<file path="config.mk">
export PLATFORM = sky130hd
export DESIGN_NAME = hazard_ctrl
export DESIGN_NICKNAME = d
export VERILOG_FILES = /design/src/rtl/hazard_ctrl.sv
export SDC_FILE = /design/constraint.sdc
export NUM_CORES = 1
export LEC_CHECK = 0
export CORE_MARGIN = 2
export CORE_UTILIZATION = 30
export CTS_CLUSTER_SIZE = 30
export DETAILED_ROUTE_END_ITERATION = 10
export PLACE_DENSITY_LB_ADDON = 0.3
export SLEW_MARGIN = 5
export SYNTH_ARGS = -nofsm -noshare
export SYNTH_HDL_FRONTEND = slang
export SYNTH_SLANG_ARGS = --single-unit
export TNS_END_PERCENT = 1
</file>
<file path="constraint.sdc">
create_clock -name clk -period 1.7 [get_ports clk]
set_input_delay 0.34 -clock clk [delete_from_list [all_inputs] [get_ports clk]]
set_output_delay 0.34 -clock clk [all_outputs]
set_load 0.01 [all_outputs]
</file>
<file path="src/rtl/hazard_ctrl.sv">
// hazard_ctrl -- hazard and forwarding controller for the 5-stage MIPS pipeline.
//
// Purpose:
//   Detects load-use hazards and HI/LO (mult/div) occupancy, stalling PC and
//   IF/ID and bubbling issue-execute when decode must wait.
//   Flushes IF/ID and issue-execute on a taken branch or jump resolved in EX.
//   Produces the EX operand forwarding selects (MEM over WB, never $0).
//   All control outputs are combinational; the mult/div busy counter is the
//   only pipeline-visible state.
//
// Ports:
//   clk, reset                 pipeline clock, synchronous active-high reset
//   rs_id_i, rt_id_i,
//   use_rs_id_i, use_rt_id_i   decode operands and whether they are read
//   md_use_id_i                decode instruction needs the HI/LO unit
//   valid_ex_i, rs_ex_i, rt_ex_i, dst_ex_i, reg_wr_ex_i, mem_to_reg_ex_i,
//   md_start_ex_i, branch_taken_ex_i, jump_ex_i
//                              EX-stage instruction description
//   dst_mem_i, reg_wr_mem_i    MEM-stage writeback target
//   dst_wb_i, reg_wr_wb_i      WB-stage writeback target
//   stall_pc_o, stall_id_o     hold PC / IF/ID
//   clr_id_o, clr_ex_o         flush IF/ID / issue-execute
//   fwd_a_o, fwd_b_o           operand select: 00 regfile, 01 WB, 10 MEM
//   md_busy_o                  HI/LO unit occupied
//
// Optional build macro HAZARD_STATS_EN adds three saturating 32-bit counters:
//   stall_cnt_o     cycles with stall_id_o high
//   flush_cnt_o     cycles with a branch/jump flush
//   md_stall_cnt_o  stall cycles caused by the busy HI/LO unit

module hazard_ctrl #(
    parameter int MD_LATENCY = 32,
    parameter int REG_W      = 5
) (
    input  logic             clk,
    input  logic             reset,
    input  logic [REG_W-1:0] rs_id_i,
    input  logic [REG_W-1:0] rt_id_i,
    input  logic             use_rs_id_i,
    input  logic             use_rt_id_i,
    input  logic             md_use_id_i,
    input  logic             valid_ex_i,
    input  logic [REG_W-1:0] rs_ex_i,
    input  logic [REG_W-1:0] rt_ex_i,
    input  logic [REG_W-1:0] dst_ex_i,
    input  logic             reg_wr_ex_i,
    input  logic             mem_to_reg_ex_i,
    input  logic             md_start_ex_i,
    input  logic             branch_taken_ex_i,
    input  logic             jump_ex_i,
    input  logic [REG_W-1:0] dst_mem_i,
    input  logic             reg_wr_mem_i,
    input  logic [REG_W-1:0] dst_wb_i,
    input  logic             reg_wr_wb_i,
    output logic             stall_pc_o,
    output logic             stall_id_o,
    output logic             clr_id_o,
    output logic             clr_ex_o,
    output logic [1:0]       fwd_a_o,
    output logic [1:0]       fwd_b_o,
    output logic             md_busy_o
`ifdef HAZARD_STATS_EN
    ,
    output logic [31:0]      stall_cnt_o,
    output logic [31:0]      flush_cnt_o,
    output logic [31:0]      md_stall_cnt_o
`endif
);

    // Counter is loaded with LATENCY-1 because the start cycle itself is the
    // first occupied EX cycle.
    localparam logic [5:0] MD_RELOAD = 6'(MD_LATENCY - 1);

    logic [5:0] md_cnt_q, md_cnt_d;

    logic load_use;
    logic md_busy;
    logic md_stall;
    logic flush;
    logic stall;

    always_comb begin
        load_use = valid_ex_i && mem_to_reg_ex_i && reg_wr_ex_i && (dst_ex_i != '0) &&
                   ((use_rs_id_i && (dst_ex_i == rs_id_i)) ||
                    (use_rt_id_i && (dst_ex_i == rt_id_i)));
        md_busy  = (md_cnt_q != 6'd0);
        md_stall = md_busy && md_use_id_i;
        flush    = valid_ex_i && (branch_taken_ex_i || jump_ex_i);
        // A flush discards the decode instruction, so any stall it wanted is moot.
        stall    = (load_use || md_stall) && !flush;
    end

    // Busy counter: a squashed start (flush) never occupies the unit; a forced
    // start while busy simply reloads.
    always_comb begin
        md_cnt_d = md_cnt_q;
        if (md_start_ex_i && valid_ex_i && !flush) begin
            md_cnt_d = MD_RELOAD;
        end else if (md_cnt_q != 6'd0) begin
            md_cnt_d = md_cnt_q - 6'd1;
        end
    end

    always_ff @(posedge clk) begin
        if (reset) begin
            md_cnt_q <= 6'd0;
        end else begin
            md_cnt_q <= md_cnt_d;
        end
    end

    // Forwarding select per EX source operand: index 0 is rs, 1 is rt.
    logic [REG_W-1:0] src_ex  [2];
    logic [1:0]       fwd_sel [2];

    assign src_ex[0] = rs_ex_i;
    assign src_ex[1] = rt_ex_i;

    for (genvar gi = 0; gi < 2; gi++) begin : g_fwd
        always_comb begin
            fwd_sel[gi] = 2'b00;
            if (reg_wr_mem_i && (dst_mem_i != '0) && (dst_mem_i == src_ex[gi])) begin
                fwd_sel[gi] = 2'b10;
            end else if (reg_wr_wb_i && (dst_wb_i != '0) && (dst_wb_i == src_ex[gi])) begin
                fwd_sel[gi] = 2'b01;
            end
        end
    end

    // During reset both pipeline registers are held clear and nothing stalls.
    always_comb begin
        stall_pc_o = 1'b0;
        stall_id_o = 1'b0;
        clr_id_o   = 1'b1;
        clr_ex_o   = 1'b1;
        fwd_a_o    = 2'b00;
        fwd_b_o    = 2'b00;
        md_busy_o  = 1'b0;
        if (!reset) begin
            stall_pc_o = stall;
            stall_id_o = stall;
            clr_id_o   = flush;
            clr_ex_o   = flush || stall;
            fwd_a_o    = fwd_sel[0];
            fwd_b_o    = fwd_sel[1];
            md_busy_o  = md_busy;
        end
    end

`ifdef HAZARD_STATS_EN
    // Event index: 0 stall, 1 flush, 2 busy-caused stall.
    logic [2:0]  stat_evt;
    logic [31:0] stat_q [3];
    logic [31:0] stat_d [3];

    assign stat_evt[0] = stall;
    assign stat_evt[1] = flush;
    assign stat_evt[2] = md_stall && !flush;

    for (genvar gi = 0; gi < 3; gi++) begin : g_stat
        always_comb begin
            stat_d[gi] = stat_q[gi];
            if (stat_evt[gi] && (stat_q[gi] != 32'hFFFF_FFFF)) begin
                stat_d[gi] = stat_q[gi] + 32'd1;
            end
        end

        always_ff @(posedge clk) begin
            if (reset) begin
                stat_q[gi] <= 32'd0;
            end else begin
                stat_q[gi] <= stat_d[gi];
            end
        end
    end

    assign stall_cnt_o    = stat_q[0];
    assign flush_cnt_o    = stat_q[1];
    assign md_stall_cnt_o = stat_q[2];
`endif

endmodule

</file>
# ---- Yosys cells after proc, flatten, opt, wreduce, memory -nomap -nowiden
# Cells that the tools add are included.
dict set report totals {
  ff_bits 6
  in_bits 48
  word_cells 49
  output_inout_bits 9
}
dict set report classes {
  n_eq_ne 6
  n_mux 12
  reduce_logical 28
  add_sub_neg 1
}
# operator count
set op_table {}
lappend op_table {{5-bit equality test} 6}
lappend op_table {{1-bit logical AND} 17}
lappend op_table {{5-bit nonzero test} 3}
lappend op_table {{5-bit 2-to-1 mux} 2}
lappend op_table {{2-bit 2-to-1 mux} 4}
lappend op_table {{1-bit 2-to-1 mux} 6}
lappend op_table {{6-bit nonzero test} 1}
lappend op_table {{6-bit by 1-bit subtractor with 6-bit output (second input constant)} 1}
lappend op_table {{1-bit logical OR} 4}
lappend op_table {{2-bit nonzero test} 1}
lappend op_table {{2-bit OR reduction} 1}
lappend op_table {{1-bit logical NOT} 1}

# ---- Logic depth before layout (Yosys ltp)
# Gate-level depths: netlist (run 1).
dict set report depth {
  depth_word 8
  ltp_mapped 7
  depth_no_buf 6
}

# ---- Worst setup path before layout (run 1)
# OpenSTA, ideal clock, no wires.
dict set report synth_timing {
  path_kind {register to output}
  from {reg md_cnt_q[0]}
  to {out stall_pc_o}
  path_stages_with_launch 8
  required_time_ns 1.360
  path_buffers 1
  arrival_time_ns 1.633
  setup_slack_ns -0.273
  path_cell_list {dfxtp_1 -> inv_1 -> ha_1 -> or3b_4 -> or3_4 -> nand3_1 -> o31ai_1 -> buf_4}
}
dict set report synth_via {
  elab_chain_len 5
}
# item line_no
set synth_lines {}
lappend synth_lines {{from (decl)} 74} ;# logic [5:0] md_cnt_q, md_cnt_d;
lappend synth_lines {{from (signal assigned)} 108} ;# md_cnt_q <= md_cnt_d;
lappend synth_lines {{6-bit nonzero test} 86} ;# md_busy = (md_cnt_q != 6'd0);
lappend synth_lines {{1-bit logical AND} 87} ;# md_stall = md_busy && md_use_id_i;
lappend synth_lines {{1-bit logical OR} 90} ;# stall = (load_use || md_stall) && !flush;
lappend synth_lines {{1-bit logical AND} 90}
lappend synth_lines {{1-bit 2-to-1 mux} --}
lappend synth_lines {{to (decl)} 55} ;# output logic stall_pc_o,
# No other way between the ends.

# ---- Worst setup path after layout (run 1)
dict set report layout_timing {
  from {reg md_cnt_q[0]}
  to {out clr_ex_o}
}
dict set report layout_via {
  elab_chain_len 6
}
# item line_no
set layout_lines {}
lappend layout_lines {{6-bit nonzero test} 86}
lappend layout_lines {{1-bit logical AND} 87}
lappend layout_lines {{1-bit logical OR} 90}
lappend layout_lines {{1-bit logical AND} 90}
lappend layout_lines {{1-bit logical OR} 143} ;# clr_ex_o = flush || stall;
lappend layout_lines {{1-bit 2-to-1 mux} 139} ;# if (!reset) begin
lappend layout_lines {{to (decl)} 58} ;# output logic clr_ex_o,
# No other way between the ends.

==> metrics, run 1 <==
outcome complete, but fails checks; violated checks setup timing; full die area 0.00294 mm^2; via count 1087; period utilisation layout 127%; RSZ-0062 raised after global routing yes; Combinational Power Share 72.7%; n_diodes 0; met1 wire length 1040 um; Synth Net Count 144; Mean Syn Cell Area 7.96 um^2; EDFF count, synth 0; Root Buffer clkbuf_4; clk_skew 0.00668 ns; Area growth syn-to-layout 128%; GRT Overall Usage 21.7%; Max-Cap Viols 0; vias per inst 4.96; initial antenna violation count 0; Critical Path RT 1.36 ns; cts bufs inserted 3; largest register by flop count md_cnt_q; Crit. End Element output pin; DRC Markers 0; ANT nets after route 0; Worst-path clk slew 0.05 ns; Switching Power 0.498 mW; initial core utilization 31.1%; vias in the first global route 1129; Synth cell types 32; pwr dens 804 mW/mm^2; DR WL met2 1800 um; Iter 0 DRT Violations 14; setup TNS -3.16 ns; CTS tree built; Max rail drop VDD 0.000763 V; final setup fails 10; Synth async-reset ratio 0%; clock share of power 10.2%; core footprint 0.00243 mm^2; Pins Over Slew Limit 0; grt ovf 0; slew margin rel. 79.5%; top cell type by total area after synthesis xor2_1; Regs by FF count md_cnt_q (6); Internal Power 0.884 mW; I/O pin total 57; Post-synth top cells xor2_1 (17), xnor2_1 (15), dfxtp_1 (6), nor3_1 (6); Worst-Skew Late Latency 0.25 ns; count leader, synth xor2_1; top post-synthesis cells by area xor2_1 (20%), xnor2_1 (17%), dfxtp_1 (16%); synthesized area 756 um^2; Pre-antenna DRT Iters 4; Inst Count DP 211; Setup crit start kind flop; routed wire length 3090 um; count of hold-fix buffers inserted at cts 0; Synth Warn # 0; Top FF cell, synth dfxtp_1; DIE WIDTH 54.2 um; Critical Path Fanout Max 3; Lkg Pwr 0.749 nW; Seq/Total Area, Yosys 15.9%; metal3 WL 213 um; largest net degree at the start of global routing 10; Final WS setup -0.461 ns; row count 18; Clock Sinks 6; share of the synthesized area in the top cell type 19.7%; Post-DP HPWL 2530 um; Sw Ratio 36.0%; critical path class flop to output pin; design area 0.00172 mm^2; Synth Instances 95; #FFs+latches synth 6; first-pass GRT wire length 4680 um; Final #Nets 240; H-tree levels 1; Worst-Margin Slew 0.307 ns; Port Buffers 56; Largest register FFs 6; height of the die 54.2 um; final non-filler cell total 219; Hold Path Class input pin to flop; sequential share of power 17.1%; crit path DAT 1.82 ns; Max Root-Sink Buffers 2; top layer in use met4; placed cell areas 0.00162 mm^2; post-layout min period 2.16 ns; final hold vios 0; share of layout cells above drive strength 1 41.3%; routed wirelength normalized by instance count 14.1 um; Achievable Freq 463 MHz; Final GP Congestion 0.784
==> critical path: stages (launching register included) <==
cell     delay, ns
dfxtp_2       0.31
inv_2         0.07
ha_4          0.12
or3b_4        0.36
or3_4         0.37
a21oi_4       0.13
o21ai_2       0.07
buf_2         0.14
==> power by group through the flow <==
stage                     Sequential (mW)  Combinational [mW]  Clock, mW
after floorplan                     0.236               0.479          0
after global placement              0.231               0.903          0
after detailed placement            0.233               0.930          0
after CTS                           0.236               0.983      0.146
after global routing                0.242                1.10      0.151
final                               0.236                1.01      0.141
==> through the flow <==
step                total power, mW  utilization, %  hold WS [ns]  setup slack, ns
floorplan                     0.715               -         0.480           -0.220
global placement               1.13            66.6         0.600            -1.03
detailed placement             1.16            66.6         0.602            -1.08
CTS                            1.36            69.9         0.614           -0.498
global route                   1.49            70.7         0.620           -0.524
finish                         1.38            70.7         0.616           -0.461
==> worst paths after layout <==
| path | startpoint | to | slack (ns) | depth (start not counted) |
|---|---|---|---|---|
| hold / removal | reset | md_cnt_q[1] | 0.62 | 3 |
| setup reg to reg | md_cnt_q[0] | md_cnt_q[1] | -0.18 | 7 |
| setup / recovery | md_cnt_q[0] | clr_ex_o | -0.46 | 7 |
| hold reg to reg | md_cnt_q[3] | md_cnt_q[3] | 0.62 | 3 |
==> area by class of cell <==
type,count,area [um^2]
timing repair buffer,93,788
multi-input combinational,84,738
fill,212,712
sequential,6,123
tap,30,37.5
clock buffer,3,22.5
inverter,3,11.3
==> logic make-up after synthesis <==
kind of cell / count (synthesis) / synth area share, %
xor+xnor: 32 / 37.1
fa+ha+maj: 1 / 1.66
simple gates: 36 / 29.0
mux: 1 / 1.99
flops: 6 / 15.9
buf+inv: 5 / 2.98
compound gates: 14 / 11.4
==> cell usage in the layout (no fill, tap or decap), types with 2 or more instances in the layout <==
cell type         n
clkdlybuf4s50_1  26
nand2_1           3
a21oi_1           3
or4_1             3
dfxtp_1           4
a31oi_1           2
or3_1             2
dlymetal6s2s_1    3
o21ai_2           2
buf_4            36
dlygate4sd2_1    15
nor3_1            5
xor2_1           17
buf_2             9
a21oi_4           2
nand3_1           4
dfxtp_2           2
nor2_1            2
nor4_2            4
xnor2_1          14
inv_2             3
clkbuf_4          3
buf_6             2
==> what timing repair did <==
| action | CTS | global route |
|---|---|---|
| pin swaps | 13 | 7 |
| buffers inserted | 5 | 0 |
| endpoints found under the setup margin | 12 | 11 |
| gates resized for setup | 77 | 9 |
==> per-layer routing <==
layer  vias up  track usage (%)
met5         -                0
met1       497             21.7
met4         0             5.42
li1        535                -
met3         4             3.61
met2        51             44.8
(Power assumes the default switching activity.)
==> run 2: changes to the inputs <==
Settings changed: CAP_MARGIN set to 20, SLEW_MARGIN 5 to 40.
==> results of run 2 <==
The final DEF is identical to that of run 1; final timing and power are the same.
==> run 3: changes to the inputs <==
Settings changed: CAP_MARGIN 20 to 30.
==> results of run 3 <==
The final DEF is identical to that of run 1; final timing and power are the same.
